$ cat config.mk
export PLATFORM = sky130hd
export DESIGN_NAME = div_clk_monitor
export DESIGN_NICKNAME = d
export VERILOG_FILES = /design/src/rtl/lightpong_pkg.sv /design/src/rtl/edge_sync.sv /design/src/rtl/div_clk_monitor.sv
export SDC_FILE = /design/constraint.sdc
export NUM_CORES = 1
export LEC_CHECK = 0
export BUFFER_PORTS_ARGS = -buffer_cell sky130_fd_sc_hd__buf_2
export CORE_ASPECT_RATIO = 0.5
export CORE_MARGIN = 3
export CORE_UTILIZATION = 45
export CTS_BUF_LIST = sky130_fd_sc_hd__clkbuf_4
export DETAILED_ROUTE_END_ITERATION = 10
export SETUP_SLACK_MARGIN = 0.1
export SYNTH_ARGS = -nofsm -noshare
export SYNTH_HDL_FRONTEND = slang
export SYNTH_HIERARCHICAL = 1
export SYNTH_SLANG_ARGS = --single-unit
$ cat constraint.sdc
create_clock -name clk -period 3.5 [get_ports clk]
set_input_delay 0 -clock clk [delete_from_list [all_inputs] [get_ports clk]]
set_output_delay 0 -clock clk [all_outputs]
set_load 0.01 [all_outputs]
$ cat src/rtl/lightpong_pkg.sv
// Shared lightpong constants and types: clk_div divide settings and div_clk_monitor sizing/state encoding.
// Compile-time only; no latency, no flow control.
package lightpong_pkg;

  localparam int CLK_DIV_W     = 16;
  localparam int CLK_DIV_RATIO = 50_000;

  localparam int                     MON_CNT_W   = 24;
  localparam logic [MON_CNT_W-1:0]   MON_TIMEOUT = 24'd10_000_000;

  // Kept as plain vectors so older netlists and probes see stable encodings.
  typedef logic [1:0] mon_state_t;
  localparam mon_state_t MON_IDLE    = 2'd0;
  localparam mon_state_t MON_ARMED   = 2'd1;
  localparam mon_state_t MON_STALLED = 2'd2;

endpackage

$ cat src/rtl/edge_sync.sv
// Two-flop synchronizer plus delay flop; registered rise pulse 2 clk edges after din is first sampled high.
// No backpressure: one rise per 0->1 transition, none until the pipeline holds real post-reset samples.
module edge_sync (
  input  logic clk,
  input  logic rst,
  input  logic din,
  output logic rise
);

  logic       sync1;
  logic       sync2;
  logic       sync3;
  logic [2:0] fill;

  always_ff @(posedge clk) begin
    if (rst) begin
      sync1 <= 1'b0;
      sync2 <= 1'b0;
      sync3 <= 1'b0;
      fill  <= 3'b000;
      rise  <= 1'b0;
    end else begin
      sync1 <= din;
      sync2 <= sync1;
      sync3 <= sync2;
      fill  <= {fill[1:0], 1'b1};
      // fill[2] masks the reset-zero in sync3 so a din held high across reset is not a rise.
      rise  <= fill[2] & sync2 & ~sync3;
    end
  end

endmodule

$ cat src/rtl/div_clk_monitor.sv
// Measures div_clk period in clk cycles and flags a stopped div_clk; edge_tick 3 clk edges after first high sample.
// No backpressure: period/period_valid and stalled update in step with edge_tick.
module div_clk_monitor
  import lightpong_pkg::*;
#(
  parameter int               CNT_W   = MON_CNT_W,
  parameter logic [CNT_W-1:0] TIMEOUT = CNT_W'(MON_TIMEOUT)
) (
  input  logic             clk,
  input  logic             rst,
  input  logic             div_clk,
  output logic             edge_tick,
  output logic [CNT_W-1:0] period,
  output logic             period_valid,
  output logic             stalled
);

  logic             rise;
  logic [CNT_W-1:0] cnt;
  mon_state_t       state;

  edge_sync u_edge_sync (
    .clk  (clk),
    .rst  (rst),
    .din  (div_clk),
    .rise (rise)
  );

  always_ff @(posedge clk) begin
    if (rst) begin
      cnt          <= '0;
      state        <= MON_IDLE;
      edge_tick    <= 1'b0;
      period       <= '0;
      period_valid <= 1'b0;
      stalled      <= 1'b0;
    end else begin
      edge_tick    <= rise;
      period_valid <= 1'b0;
      if (rise) begin
        // An edge always beats a coincident timeout.
        cnt     <= CNT_W'(1);
        state   <= MON_ARMED;
        stalled <= 1'b0;
        if (state == MON_ARMED) begin
          period       <= cnt;
          period_valid <= 1'b1;
        end
      end else begin
        if (cnt != TIMEOUT) begin
          cnt <= cnt + CNT_W'(1);
        end
        if (state == MON_STALLED) begin
          stalled <= 1'b1;
        end else if (cnt == TIMEOUT) begin
          state <= MON_STALLED;
        end
      end
    end
  end

endmodule

## Word level (Yosys, flattened, before mapping)

Index checks and enable logic that the tools add are counted.

- Add/sub/neg operators: 1
- $mul: 0
- Divide/modulo/power cells: 0
- $lt $le $gt $ge: 0
- Equality and inequality tests: 5
- Shift operators: 0
- Multiplexer cells: 7
- Bitwise operators: 5
- Reduce and logical (&&, ||, !) cells: 7

Operators with widths:

| kind | number |
|---|---|
| $add A24 B1 Y24 const B | 1 |
| $eq A24 B24 Y1 const B | 1 |
| $ne A24 B24 Y1 const B | 1 |
| $mux W1 | 7 |
| $reduce_and A2 Y1 | 3 |
| $reduce_bool A2 Y1 | 2 |
| $reduce_or A2 Y1 | 2 |
| $not A1 Y1 | 3 |
| $and A1 B1 Y1 | 2 |
| $eq A2 B1 Y1 const B | 1 |
| $eq A2 B2 Y1 const B | 1 |
| $ne A2 B1 Y1 const B | 1 |

- Bits in registers: 60
- Bits in latches: 0
- RAM bits: 0
- Memory bits (read-only): 0
- Logic and storage cells: 39
- Memories: 0

## Logic depth before layout (Yosys ltp)

Gate-level depths: netlist of run 1.

- Depth in word-level cells: 4
- Mapped depth: 7

## By module

Netlist of run 1, hierarchy kept.

By module, submodules not included:

| module | instances | cells an instance | area an instance (µm²) | sequential area each (µm²) |
|---|---|---|---|---|
| div_clk_monitor | 1 | 270 | 2,199.6 | 1,061.0 |
| edge_sync | 1 | 14 | 200.2 | 140.1 |

## Worst setup path after synthesis of run 1

OpenSTA, ideal clock, no wires.

- Kind: reg-to-reg
- From: register cnt[1]
- To: register cnt[22]
- Arrival: 1,762 ps
- Path slack: 1,669 ps
- Cell stages (with the launch flop): 7
- Buffers on the path: 1
- Period minus slack after synthesis: 1,831 ps
- Cells stage by stage: dfxtp_1 > ha_1 > nand4_1 > or4_1 > buf_2 > or3_1 > a21oi_1

- Word-level cells in the longest chain between the ends: 1

Ends and longest elaborated chain:

| item | RTL line | RTL |
|---|---|---|
| from (decl) | div_clk_monitor.sv:19 | `logic [CNT_W-1:0] cnt;` |
| from (signal assigned) | div_clk_monitor.sv:51 | `cnt <= cnt + CNT_W'(1);` |
| $add A24 B1 Y24 or $ne A24 B24 Y1 (tied branches) | div_clk_monitor.sv:51, div_clk_monitor.sv:50 |  |

Several ways; a longest one is shown, not always the timed one.
A chain may end at the register's enable or synchronous reset.

## Worst setup path in the final report of run 1

- From: register cnt[0]
- To: register cnt[22]

The elaborated chain is that of the path after synthesis.

==> results of run 1 <==
-- power groups by stage --
stage          logic [mW]  registers [mW]  clock network, mW
2_1_floorplan      0.0247           0.707                  0
3_3_place_gp       0.0281           0.710                  0
3_5_place_dp       0.0291           0.711                  0
4_1_cts            0.0302           0.695              0.397
5_1_grt            0.0338           0.697              0.431
6_report           0.0299           0.695              0.386
-- area by class of cell --
type | count | area share, %
clock buffers | 11 | 3.06
inverters | 6 | 0.836
multi-input cells | 203 | 41.6
repair buffers | 31 | 6.04
clock inverters | 4 | 0.650
flip-flops and latches | 60 | 44.6
well taps | 70 | 3.25
-- worst max path at each step --
stage	endpoint	depth (start not counted)	slack (ns)
after floorplan	cnt[22]$_SDFFE_PP0P_	6	1.67
after global placement	cnt[22]$_SDFFE_PP0P_	5	1.52
after detailed placement	cnt[22]$_SDFFE_PP0P_	5	1.44
after CTS	cnt[22]$_SDFFE_PP0P_	5	1.38
after global routing	cnt[22]$_SDFFE_PP0P_	5	1.18
final	cnt[22]$_SDFFE_PP0P_	5	1.39
-- worst max-delay path: cells and delay by family (launching register included) --
kind            cells  cell delay, ns
compound gates      1            0.13
fa+ha+maj           1            0.32
simple gates        3            1.08
flops               1            0.49
-- kinds of logic after synthesis --
| logic type | count (synthesis) | synth area share (%) |
|---|---|---|
| adder cells (fa/ha/maj) | 2 | 1.04 |
| flip-flops | 60 | 50.1 |
| buffers and inverters | 21 | 3.44 |
| AND/OR/NAND/NOR | 138 | 29.0 |
| multiplexers | 2 | 0.834 |
| XOR/XNOR | 12 | 4.38 |
| AO/OA/AOI/OAI | 49 | 11.3 |
-- Yosys cell counts (all sizes together) (3+ instances only) --
cell type / number
nand4: 7
a21oi: 34
o21ai: 8
and2b: 5
and4: 5
nand3: 13
xor2: 8
clkbuf: 12
xnor2: 4
or4: 3
nor3: 5
or3: 11
buf: 3
nor2: 19
dfxtp: 60
nand2: 60
inv: 6
-- state kept, by name (all words and copies together) (netlist names) --
register,count
u_edge_sync/rise,1
u_edge_sync/sync2,1
cnt,24
edge_tick,1
u_edge_sync/sync1,1
stalled,1
u_edge_sync/fill,3
state,2
u_edge_sync/sync3,1
period,24
period_valid,1
-- timing repair --
item                                    in CTS  in global routing
hold buffers                                 1                  0
endpoints found under the hold margin        1                  0
endpoints found under the setup margin       0                  0
-- stage by stage --
step	area, sq um	std cells	setup WS [ns]	hold WS (ns)
6_report	2700	385	1.39	0.0571
5_1_grt	2700	385	1.18	0.0826
4_1_cts	2700	385	1.38	0.0483
3_5_place_dp	2580	369	1.44	0.229
3_3_place_gp	2580	369	1.52	0.223
2_1_floorplan	2400	284	1.67	0.0565
-- metal layers --
layer	wire length, microns	part of all wire [%]	vias to the layer above	GRT usage, %
met5	0	0	-	0
met4	83	1.6	0	9.06
met3	282	5.5	8	6.12
met2	2110	41	48	25.5
met1	2680	52	925	23.5
li1	-	-	1039	-
==> run metrics, run 1 <==
initial antenna violation count 0; Sw Ratio 23.4%; Worst Setup SP cnt[0]$_SDFFE_PP0P_; fin crit period 2.11 ns; outcome completed; CP max stage cell or4_1; FF/Latch Area 1200 sq um; crit path DAT 2.43 ns; pwr/cell area 412 nW/um^2; grt total ovfl 0; #FFs+latches synth 60; number of buffers added on ports 29; I/O Pins 30; Crit Path Class reg2reg; Final Cycle Share 60.2%; GR Util All Layers 17.6%; FF-to-FF End cnt[22]$_SDFFE_PP0P_; top cell type's share of synthesized area 50.1%; hold path endpoint u_edge_sync/fill[0]$_DFF_P_; layout net count 316; crit path cell chain ha_1 -> nand4_1 -> or4_1 -> or3_1 -> a21oi_1; clock share of power 34.7%; fin. max-slew vios 0; worst r2r src cnt[0]$_SDFFE_PP0P_; share of cells above drive strength 1 17.1%; setup bufs post-CTS 0; Fmax achieved 475 MHz; Crit Path Max Fanout 9; RSZ-0062 raised after global routing false; row count 18; Worst Path Required 3.83 ns; First-pass DRT Iterations 4; die extent in y 57.6 microns; antenna-violating nets left 0; vias per cell 5.25; P_int 0.851 mW; Leak 1.00 nW; # diodes 0; initial drt markers 69; Switch Pwr 0.260 mW; Post-Syn Nets 289; Num CTS Buffers 9; die area 6300 sq um; Yosys cell types 36; area grow syn2layout 12.3%; Yosys Warn Count 6; filler instances 524; Die Wd 109 microns; Max Cap Violations 0; Tot Pwr 1.11 mW; CTS-repair resized insts 0; Mean Syn Cell Area 8.45 sq um; Final Core Density 53.4%; VDD IR max 0.203 mV; sequential share of power 62.6%; Slew headroom 43.3%; Combinational Power Share 2.7%; Startpoint Class flop; vias in the first global route 1819; Slew @ Worst Pin 0.850 ns; min-delay src rst; total number of vias 2020; Core ar. 5040 sq um; Cells after Synth 284; WHS Path Cells 2; WL/cell 13.4 microns; multi-input logic area 1120 sq um; wire length of the first global-routing pass 8470 microns; largest net degree at the start of global routing 42; TritonCTS Sinks 60; Initial Util 47.6%; Synth area leaders dfxtp_1 50%, nand2_1 9.4%, a21oi_1 7.1%; clock transition time at the flip-flop clock pins of the worst setup and hold paths 0.09 ns; crit-path max cell delay 0.55 ns; global placement routability congestion 0.795; most frequent cells in the layout 60 x nand2_1, 60 x dfxtp_1, 34 x a21oi_1; setup violators final 0; Clock Latency Late Sink 0.40 ns; TritonCTS clock tree yes; R2R depth 5; Final Skew 0.0106 ns; Total Wirelength 5150 microns; most used flip-flop cell after synthesis dfxtp_1; R2R Setup Slk 1.39 ns; DRC 0; worst hold path class in2reg; Post-synth EDFFs 0; Root Buffer clkbuf_4; sum of negative setup slack 0 ns; H-tree levels 3; FFs w/ async S/R, synth 0%; sequential area share after synthesis 50.1%; crit end category flop; Post-Syn Area 2400 sq um; Hold Vio Cnt, Final 0; maximum clock path buffer count 2; Synth area leader dfxtp_1; post-detail-place hpwl 3610 microns
(Power assumes the default switching activity.)
==> run 2, diff against run 1 <==
Settings changed: PLACE_DENSITY set to 0.67.
Clock period 3.5 ns to 1.8 ns, I/O delays scaled along.
==> run 2 against run 1 <==
Effect of this change:
- the run now ends with setup timing left
- clock skew rose by 0.0076 ns
- largest power group is now the clock network
- utilization rose by 7.3 points
- critical path depth fell by 1
- register-to-register slack lost 1.4 ns
- non-clock buffer count rose by 25
- sequential share of layout area decreased by 5.1 points
- clock power grew to 3.6 times the previous value
- final cell count rose by 6.8%
- global-route usage is 1.8 points higher
- combinational power grew to 2.9 times the previous value
==> run metrics, run 2 (synthesis gave the netlist of run 1 again) <==
worst hold path class in2reg; RSZ-0062 raised after global routing true; P_int 2.23 mW; sequential share of power 47.7%; most frequent cells in the layout 60 x nand2_1, 57 x dfxtp_1, 33 x a21oi_1; wire length of the first global-routing pass 9480 microns; vias per cell 5.34; crit end category flop; commonest non-fill, non-tap cell in the layout nand2_1; global placement routability congestion 0.816; Sw Ratio 20.9%; die extent in y 57.6 microns; TritonCTS clock tree yes; fin crit period 1.83 ns; failing checks setup timing; top flop regs cnt x24, period x24, u_edge_sync/fill x3; largest net degree at the start of global routing 42; Core ar. 5040 sq um; CP max stage cell or4_4; Placed Instances 393; layout net count 341; Worst Path Required 2.13 ns; total number of vias 2196; H-tree levels 3; GR Util All Layers 19.5%; WL/cell 14.3 microns; area grow syn2layout 27.6%; antenna-violating nets left 0; row count 18; Leak 1.18 nW; Startpoint Class flop; Total Wirelength 5880 microns; Final Core Density 60.7%; share of cells above drive strength 1 27.9%; maximum clock path buffer count 2; post-route setup slack -0.0253 ns; clock transition time at the flip-flop clock pins of the worst setup and hold paths 0.12 ns; Hold Vio Cnt, Final 0; Crit Path Max Fanout 5; fin. max-slew vios 0; Switch Pwr 0.590 mW; # diodes 0; crit path DAT 2.16 ns; Num CTS Buffers 9; clock share of power 49.3%; Crit Path Class reg2reg; I/O Pins 30; die area 6300 sq um; Top Family by Delay on Critical Path simple AND/OR/NAND/NOR gates; VDD IR max 0.450 mV; worst slack at placement -0.0651 ns; Slew @ Worst Pin 0.665 ns; pwr/cell area 921 nW/um^2; Initial Util 47.6%; Fmax achieved 548 MHz; First-pass DRT Iterations 5; grt total ovfl 0; Final Cycle Share 101%; sum of negative setup slack -0.0253 ns; Final Skew 0.0182 ns; outcome finished with violations; TritonCTS Sinks 60; Slew headroom 55.7%; Max Cap Violations 0; Die Wd 109 microns; vias in the first global route 2065; crit path buf inv count 0; Combinational Power Share 3.1%; initial antenna violation count 0; number of buffers added on ports 29; Clock Latency Late Sink 0.42 ns; initial drt markers 120; crit-path max cell delay 0.54 ns; DRC 0; crit path cell chain or4_4 -> or3_4 -> o311a_1 -> a211oi_2; final cell count without fillers 411; setup violators final 1; post-detail-place hpwl 3920 microns; Root Buffer clkbuf_4
[run 2: what timing repair did]
action | 4_1_cts | 5_1_grt
gates resized for setup | 8 | 6
hold endpoints to repair | 1 | 0
endpoints found under the setup margin | 11 | 10
pin swaps | 1 | 1
hold buffers | 1 | 0
gates cloned | 0 | 0
buffers inserted | 0 | 1
[run 2: final timing paths]
check                           slack (ns)                    startpoint                           end  cells after the start
worst min register to register        0.46  u_edge_sync/sync1$_SDFF_PP0_  u_edge_sync/sync2$_SDFF_PP0_                      1
worst min-delay path                  0.04                           rst   u_edge_sync/fill[0]$_DFF_P_                      2
worst max register to register       -0.03           cnt[5]$_SDFFE_PP0P_           cnt[0]$_SDFFE_PP0P_                      4
worst max-delay path                 -0.03           cnt[5]$_SDFFE_PP0P_           cnt[0]$_SDFFE_PP0P_                      4
[run 2: routing by layer]
metal  GRT usage (%)  part of all wire, %  vias up
li1                -                    -     1090
met1            24.9                   47     1022
met2            31.0                   45       73
met3            5.45                  6.1       11
met4            9.24                  1.8        0
met5               0                    0        -
[run 2: cell type report]
| cell class | instances | area, sq um |
|---|---|---|
| tap | 70 | 87.6 |
| clock buffer | 10 | 75.1 |
| inverter | 6 | 22.5 |
| multi-input combinational | 203 | 1180 |
| timing repair buffer | 56 | 350 |
| clock inverter | 6 | 136 |
| sequential | 60 | 1210 |
| fill | 435 | 1980 |
[run 2: stage by stage]
| step | area [sq um] | hold WS [ns] | power [mW] |
|---|---|---|---|
| 2_1_floorplan | 2430 | 0.0565 | 1.43 |
| 3_3_place_gp | 2780 | 0.224 | 1.45 |
| 3_5_place_dp | 2780 | 0.227 | 1.46 |
| 4_1_cts | 3030 | 0.0335 | 2.83 |
| 5_1_grt | 3060 | 0.0832 | 2.91 |
| 6_report | 3060 | 0.0361 | 2.82 |
[run 2: power by group through the flow]
| stage | Sequential (mW) | Clock (mW) | Combinational, mW |
|---|---|---|---|
| after floorplan | 1.38 | 0 | 0.0514 |
| after global placement | 1.38 | 0 | 0.0760 |
| after detailed placement | 1.38 | 0 | 0.0785 |
| after CTS | 1.35 | 1.40 | 0.0835 |
| after global routing | 1.35 | 1.47 | 0.0936 |
| final | 1.34 | 1.39 | 0.0861 |
==> run 3, diff against run 2 <==
Settings changed: BUFFER_PORTS_ARGS -buffer_cell sky130_fd_sc_hd__buf_2 to not set, CAP_MARGIN set to 20, DONT_BUFFER_PORTS set to 1, PLACE_DENSITY 0.67 to not set.
==> run 3 against run 2 <==
Effect of this change:
- the run still ends with setup timing left
- wire length is 2.7% lower
- fmax is 1.0% higher
- final cell count is 5.8% lower
- via count is 5.6% lower
- power is 17% lower
- register-to-register slack better by 0.02 ns
- critical path depth stayed put
- combinational power is 2.8% higher
- sequential share of layout area is 2.3 points higher
- sequential power hardly changed
- highest routed layer unchanged
==> run metrics, run 3 (synthesis gave the netlist of run 1 again) <==
Placed Instances 365; GR Util All Layers 19.7%; filler instances 467; pwr/cell area 809 nW/um^2; Tot Pwr 2.34 mW; Root Buffer clkbuf_4; Switch Pwr 0.540 mW; worst hold path class in2reg; # diodes 0; final cell count without fillers 387; post-detail-place hpwl 3940 microns; Initial Util 47.6%; Crit Path Max Fanout 5; P_int 1.80 mW; I/O Pins 30; final instance area 2890 sq um; Num CTS Buffers 9; Hold Vio Cnt, Final 0; antenna-violating nets left 0; crit end category flop; die area 6300 sq um; Crit Path Class reg2reg; most frequent cells in the layout 60 x nand2_1, 57 x dfxtp_1, 32 x a21oi_1; Fmax achieved 553 MHz; First-pass DRT Iterations 4; DRC 0; area grow syn2layout 20.5%; Final Cycle Share 100%; Leak 1.02 nW; Slew headroom 69.8%; setup violators final 1; layout net count 317; H-tree levels 3; vias in the first global route 1953; RSZ-0062 raised after global routing true; commonest non-fill, non-tap cell in the layout nand2_1; crit path DAT 2.13 ns; Startpoint Class flop; outcome finished with violations; post-route setup slack -0.00732 ns; fin. max-slew vios 0; initial drt markers 161; VDD IR max 0.520 mV; Sw Ratio 23.1%; Die Wd 109 microns; total number of vias 2072; Worst Path Required 2.13 ns; Slew @ Worst Pin 0.453 ns; Final Skew 0.0116 ns; R2R Setup Slk -0.007 ns; clock transition time at the flip-flop clock pins of the worst setup and hold paths 0.09 ns; global placement routability congestion 0.860; number of buffers added on ports 0; hold path endpoint cnt[20]$_SDFFE_PP0P_; failing checks setup timing; largest net degree at the start of global routing 41; die extent in y 57.6 microns; initial antenna violation count 0; WHS Path Cells 2; Total Wirelength 5720 microns; multi-input logic area 1190 sq um; Max Cap Violations 0; R2R depth 4; worst r2r src cnt[5]$_SDFFE_PP0P_; min-delay src rst; Combinational Power Share 3.8%; placed inst area 2640 sq um; vias per cell 5.35; FF-to-FF End cnt[0]$_SDFFE_PP0P_; share of cells above drive strength 1 22.1%; fin crit period 1.81 ns; Core ar. 5040 sq um; wire length of the first global-routing pass 9350 microns; sequential share of power 57.5%; grt total ovfl 0; row count 18; TritonCTS clock tree yes; TritonCTS Sinks 60; WL/cell 14.8 microns; FF/Latch Area 1210 sq um; clock share of power 38.7%; Clock Latency Late Sink 0.41 ns; top flop regs cnt x24, period x24, u_edge_sync/fill x3; maximum clock path buffer count 2
-- run 3: cell types whose count changed in the layout (fill, tap and decap cells not counted), moves of 2 or more --
| cell | before | now |
|---|---|---|
| buf_2 | 29 | 0 |
| clkinv_1 | 0 | 2 |
| clkinv_2 | 0 | 2 |
| bufinv_16 | 4 | 1 |
| buf_4 | 26 | 29 |
-- run 3: cell type report --
cell class | instances | share of cell area [%]
inverter | 6 | 0.779
clock inverter | 6 | 1.90
sequential | 60 | 41.8
timing repair buffer | 32 | 8.91
multi-input combinational | 203 | 41.0
clock buffer | 10 | 2.60
tap | 70 | 3.03
-- run 3: worst max path at each step --
stage | from | end | cells after the start
floorplan | cnt[5]$_SDFFE_PP0P_ | cnt[0]$_SDFFE_PP0P_ | 4
global placement | cnt[4]$_SDFFE_PP0P_ | cnt[0]$_SDFFE_PP0P_ | 4
detailed placement | cnt[4]$_SDFFE_PP0P_ | cnt[0]$_SDFFE_PP0P_ | 4
CTS | cnt[5]$_SDFFE_PP0P_ | cnt[0]$_SDFFE_PP0P_ | 4
global route | cnt[5]$_SDFFE_PP0P_ | cnt[0]$_SDFFE_PP0P_ | 4
finish | cnt[5]$_SDFFE_PP0P_ | cnt[0]$_SDFFE_PP0P_ | 4
-- run 3: routing by layer --
metal	share of wire [%]	global-route usage, %
met4	0.77	6.75
met1	47	26.2
met5	0	0
met2	44	27.9
met3	8.7	9.79
-- run 3: critical path, cell delays in order (launching register included) --
cell and delay (ns):
dfxtp_2 0.34, or4_4 0.54, or3_4 0.37, o311a_1 0.32, a211oi_2 0.15
-- run 3: timing repair --
item                                   4_1_cts  5_1_grt
setup endpoints to repair                   10       12
hold buffers                                 3        0
gates cloned                                 0        0
buffers inserted                             3        0
pin swaps                                    4        1
endpoints found under the hold margin       39        0
gates resized for setup                      6       11
-- run 3: power by group through the flow --
stage,Clock [mW],Sequential (mW),Combinational (mW)
after CTS,0.940,1.34,0.0838
after detailed placement,0,1.38,0.0616
after global routing,1.02,1.35,0.0988
final,0.906,1.34,0.0885
after global placement,0,1.38,0.0627
after floorplan,0,1.38,0.0514
-- run 3: per-stage QoR --
step / hold slack (ns) / setup TNS [ns] / setup slack (ns) / util (%)
2_1_floorplan: 0.0565 / 0 / 0.0583 / -
3_3_place_gp: 0.0618 / -0.00178 / -0.00178 / 52.4
3_5_place_dp: 0.0701 / -0.108 / -0.0354 / 52.4
4_1_cts: 0.0389 / 0 / 0.0351 / 56.6
5_1_grt: 0.0762 / -0.0490 / -0.0490 / 57.3
6_report: 0.0770 / -0.00732 / -0.00732 / 57.3
